===== src/rtl/_dff_pipe_r.sv =====
// Parameterised register pipeline carrying data plus a valid flag per stage,
// with async reset, sync clear, stall enable and a live count of valid stages.
module _dff_pipe_r #(
  parameter int unsigned       WIDTH     = 8,
  parameter int unsigned       DEPTH     = 4,
  parameter logic [WIDTH-1:0]  RESET_VAL = '0
) (
  input  logic                       clk,
  input  logic                       reset,
  input  logic                       sclr,
  input  logic                       en,
  input  logic                       in_valid,
  input  logic [WIDTH-1:0]           d,
  output logic [WIDTH-1:0]           q,
  output logic                       out_valid,
  output logic [$clog2(DEPTH+1)-1:0] count
);

  localparam int unsigned CW = $clog2(DEPTH + 1);

  logic [WIDTH-1:0] data_q [DEPTH];
  logic [WIDTH-1:0] data_d [DEPTH];
  logic [DEPTH-1:0] valid_q;
  logic [DEPTH-1:0] valid_d;
  logic [CW-1:0]    cnt_c;

  // Next-state: clear beats advance beats hold; data shifts regardless of valid.
  always_comb begin
    data_d  = data_q;
    valid_d = valid_q;
    if (sclr) begin
      for (int k = 0; k < DEPTH; k++) begin
        data_d[k] = RESET_VAL;
      end
      valid_d = '0;
    end else if (en) begin
      data_d[0]  = d;
      valid_d[0] = in_valid;
      for (int k = 1; k < DEPTH; k++) begin
        data_d[k]  = data_q[k-1];
        valid_d[k] = valid_q[k-1];
      end
    end
  end

  always_ff @(posedge clk or posedge reset) begin
    if (reset) begin
      for (int k = 0; k < DEPTH; k++) begin
        data_q[k] <= RESET_VAL;
      end
      valid_q <= '0;
    end else begin
      data_q  <= data_d;
      valid_q <= valid_d;
    end
  end

  // Population count of the valid flags; range 0..DEPTH fits CW bits.
  always_comb begin
    cnt_c = '0;
    for (int k = 0; k < DEPTH; k++) begin
      cnt_c = cnt_c + CW'(valid_q[k]);
    end
  end

  assign q         = data_q[DEPTH-1];
  assign out_valid = valid_q[DEPTH-1];
  assign count     = cnt_c;

endmodule


===== config.mk =====
export PLATFORM = sky130hd
export DESIGN_NAME = _dff_pipe_r
export DESIGN_NICKNAME = d
export VERILOG_FILES = /design/src/rtl/_dff_pipe_r.sv
export SDC_FILE = /design/constraint.sdc
export NUM_CORES = 1
export LEC_CHECK = 0
export ABC_AREA = 1
export CAP_MARGIN = 5
export CELL_PAD_IN_SITES_DETAIL_PLACEMENT = 0
export CELL_PAD_IN_SITES_GLOBAL_PLACEMENT = 1
export CORE_ASPECT_RATIO = 1.25
export CORE_MARGIN = 5
export CORE_UTILIZATION = 45
export DETAILED_ROUTE_END_ITERATION = 6
export MAX_ROUTING_LAYER = met4
export PLACE_DENSITY_LB_ADDON = 0.1
export SLEW_MARGIN = 20
export SYNTH_ARGS = -nofsm -noshare
export SYNTH_HDL_FRONTEND = slang
export SYNTH_SLANG_ARGS = --single-unit

===== constraint.sdc =====
create_clock -name clk -period 2.5 [get_ports clk]
set_input_delay 0.5 -clock clk [delete_from_list [all_inputs] [get_ports clk]]
set_output_delay 0.5 -clock clk [all_outputs]
set_load 0.1 [all_outputs]

==> Word-level counts from Yosys, hierarchy flattened <==
Index checks and enable logic that the tools add are counted.
{ "classes": {"n_bitwise": 0, "magnitude_cmp": 0, "multipliers": 0, "addsub": 3, "n_eq_ne": 0, "reduce_logical": 1, "mux": 4, "shifts": 0, "n_div": 0} }
{ "ops": {"columns": ["cell", "n"], "rows": [
  ["32-bit two-way mux", 2],
  ["4-bit two-way mux", 2],
  ["2-bit by 1-bit adder with 3-bit output", 1],
  ["3-bit by 1-bit adder with 3-bit output", 1],
  ["1-bit by 1-bit adder with 2-bit output", 1],
  ["2-bit nonzero test", 1]
]} }
{ "totals": {"wordCells": 13, "n_memories": 0, "rom_bits": 0, "input_bits": 13, "reg_bits": 36, "out_inout_bits": 12, "latch_bits": 0, "ram_bits": 0} }

==> Longest topological paths before layout <==
{ "logic_depth": {"word_depth": 3, "depth_mapped": 5, "ltp_nobuf": 5} }

==> Least setup slack after synthesis <==
Ideal clock, no wire load.
{ "synth_path": {"path_type": "register -> output", "start": "register valid_q[3]", "end": "output port count[1]", "path_buffers": 0, "path_stages_with_launch": 6, "arrival_ns": 2.665, "path_slack_ns": -0.665, "t_required_ns": 2.000, "cell_sequence": "dfrtp_1 -> inv_1 -> fa_1 -> inv_1 -> ha_1 -> ha_1"} }
{ "synth_between": {"elab_chain_cells": 1} }
{ "synth_lines": {"columns": ["item", "line", "source"], "rows": [
  ["start: declaration", "23", "logic [DEPTH-1:0] valid_q;"],
  ["start signal: assignment", "54", "valid_q <= valid_d;"],
  ["3-bit by 1-bit adder with 3-bit output", "62", "cnt_c = cnt_c + CW'(valid_q[k]);"],
  ["end: declaration", "16", "output logic [$clog2(DEPTH+1)-1:0] count"]
]} }
No other way between the ends.

==> Worst setup path in the final report <==
Same ends and word-level chain as after synthesis.

==> impl_metrics.ini <==
[global_routing]
antenna_found_initial = 0
grt_pass1_vias = 1203
grt_pass1_wl_um = 5168
gr-total-overflow = 0
grt_usage = 0.1306
grt_start_max_net_pins = 37

[sta]
rsz0062_at_grt = false
period_minus_slack_ps = 2398
tightest_slew_ps = 635.3
drv_slew = 0
finalWorstSetupSlack_ps = 101.7
holdWs_ps = 471.0
maxSlewHeadroom = 0.5765
fin_crit_sh = 0.9593
setup_viol = 0
tns_ps = 0
finClkSkew_ps = 4.051
finalHoldViolCount = 0
timing.fmax_mhz = 417.0

[worst_setup_path]
start_kind = flip-flop
crit_type = flip-flop to output port
critical-path-top-delay-family = adder cells
crit_fanout = 3
required_ps = 2000
max_stage_delay_ps = 540
end_kind = output port
worstPathCellList = inv_1, fa_1, inv_1, ha_4, ha_4, buf_12
r2r_setup_slack_ps = 1810
cp_num_cells = 6
reg2reg_depth = 2
slowest_stage = fa_1
r2r_end = valid_q[3]
rr_startpoint = valid_q[2]
cp.arrival_ps = 1900
crit_path_start = valid_q[3]
worstSetupEndpoint = count[1]
cp_num_buf_inv = 3

[yosys]
yosysSeqAreaShare = 0.5096
netlist_top_cells_count = 72 x nand2_1, 36 x dfrtp_1, 30 x nand3_2, 10 x buf_6, 8 x buf_4
netlist_area_um2 = 1768
synth_seq_cells = 36
synth_top_area_cell = dfrtp_1
synthArstFlopShare = 1.000
synth_cell_types = 11
post-synth-top-count-cell = nand2_1
synth_area_per_cell_um2 = 10.22
ys_warn_count = 0
synthTopCellsByArea = dfrtp_1 51%, nand3_2 17%, nand2_1 15%
ys.flop_type = dfrtp_1
syn-instance-count = 173
synth_top_area_frac = 0.5096
synth_edf_count = 0
syn_nets = 189

[routing]
firstDrtPassIters = 4
routed_via_density = 4.679
vias = 1137
wirelength_um = 2899
wire_per_inst_um = 11.93
drc = 0
final_antenna_net_count = 0
drt_iter0_drc = 52

[power]
switchingPower_uw = 286.7
pwr-share-clk = 0.359
p_per_area_nw_per_um2 = 566.4
p_leak_nw = 1.039
ir_drop_v = 0.0002842
pwr-share-comb = 0.113
p_seq_frac = 0.528
switching_share = 0.2485
p_int_uw = 867.0

[place]
gp_congestion = 0.7750
port_buffers = 24
postPlaceCellArea_um2 = 1947
dpl.cell_count = 235
post-place-ws_ps = 399.9
dp_hpwl_um = 1866

[min_path]
min_path_type = flip-flop to flip-flop

[flow_run]
max_cap_violations = 0

[die]
floorplan.initialDensity = 0.4671
rows = 25
io_pins = 25
die_h_um = 80.08
die-area_um2 = 5290
core_um2 = 3785
die_w_um = 66.06

[clock_network]
cts_setup_buffers = 0
cts_tree = built
cts.path.max_buffers = 2
holdBufCountCts = 0
root_buffer = clkbuf_8
clk_pin_slew_ps = 70
cts.sink_count = 36
cts_buffers = 5
htree_levels = 2
cts_resized = 0
clk_latency_ps = 280

[final_layout]
instances_no_fill = 243
syn_to_final_growth_pct = 15.22
diodes = 0
finish.instance_area_um2 = 2037
nNetsFinal = 204
drive_above_1_share = 0.2963

[run_status]
status = complete, no violations
## cell families after synthesis
kind of cell / after synthesis / synth area share
adders and majority gates: 3 / 0.02548
DFF: 36 / 0.5096
buffers and inverters: 25 / 0.1139
and+or+nand+nor: 109 / 0.3510
## worst register-to-register path, stage by stage (launching register included)
cell	delay, ps
dfrtp_1	430
nand3_2	90
nand2_1	60
## layout by cell type (no fill, tap or decap)
| master | instances |
|---|---|
| nand3_2 | 30 |
| clkbuf_8 | 6 |
| nand2_1 | 72 |
| buf_12 | 3 |
| inv_1 | 6 |
| dfrtp_2 | 1 |
| dfrtp_1 | 35 |
| buf_4 | 11 |
| inv_4 | 1 |
| nor2_8 | 1 |
| clkbuf_1 | 2 |
| fa_1 | 1 |
| buf_2 | 1 |
| clkdlybuf4s50_1 | 11 |
| nand3_1 | 6 |
| ha_4 | 2 |
## metrics by stage
stage | util | power (mW)
after floorplan | - | 0.7237
after global placement | 0.5144 | 0.7498
after detailed placement | 0.5144 | 0.7540
after CTS | 0.5382 | 1.174
after global routing | 0.5382 | 1.208
final | 0.5382 | 1.154
## metal layers
layer | global-route usage | share of wire | wire (um)
met4 | 0.05488 | 0.016 | 47
met5 | - | 0 | 0
met1 | 0.1369 | 0.43 | 1234
met2 | 0.2307 | 0.52 | 1510
met3 | 0.03357 | 0.036 | 105
## power groups by stage
stage	combinational, mW	sequential [mW]	clock, mW
floorplan	0.105	0.619	0
global route	0.142	0.611	0.455
detailed placement	0.133	0.621	0
CTS	0.134	0.609	0.431
global placement	0.130	0.620	0
finish	0.130	0.609	0.414
## worst min-delay path by stage
stage | start | end | cells past startpoint | slack, ps
2_1_floorplan | data_q[10] | data_q[10] | 2 | 440
3_3_place_gp | q[2] | q[2] | 2 | 450
3_5_place_dp | data_q[11] | data_q[11] | 2 | 460
4_1_cts | q[7] | q[7] | 2 | 480
5_1_grt | q[3] | q[3] | 2 | 500
6_report | q[7] | q[7] | 2 | 470
## state kept, by name, indices dropped and copies added (netlist names)
name     cells
data_q      24
valid_q      4
q            8
## area by class of cell
type / count / area (um2)
multi-input cells: 112 / 690.7
fillers: 356 / 1748
inverters: 7 / 28.78
clock buffers: 8 / 90.09
well taps: 54 / 67.56
flip-flops and latches: 36 / 902.1
repair buffers: 26 / 257.7
(Power assumes the default switching activity.)
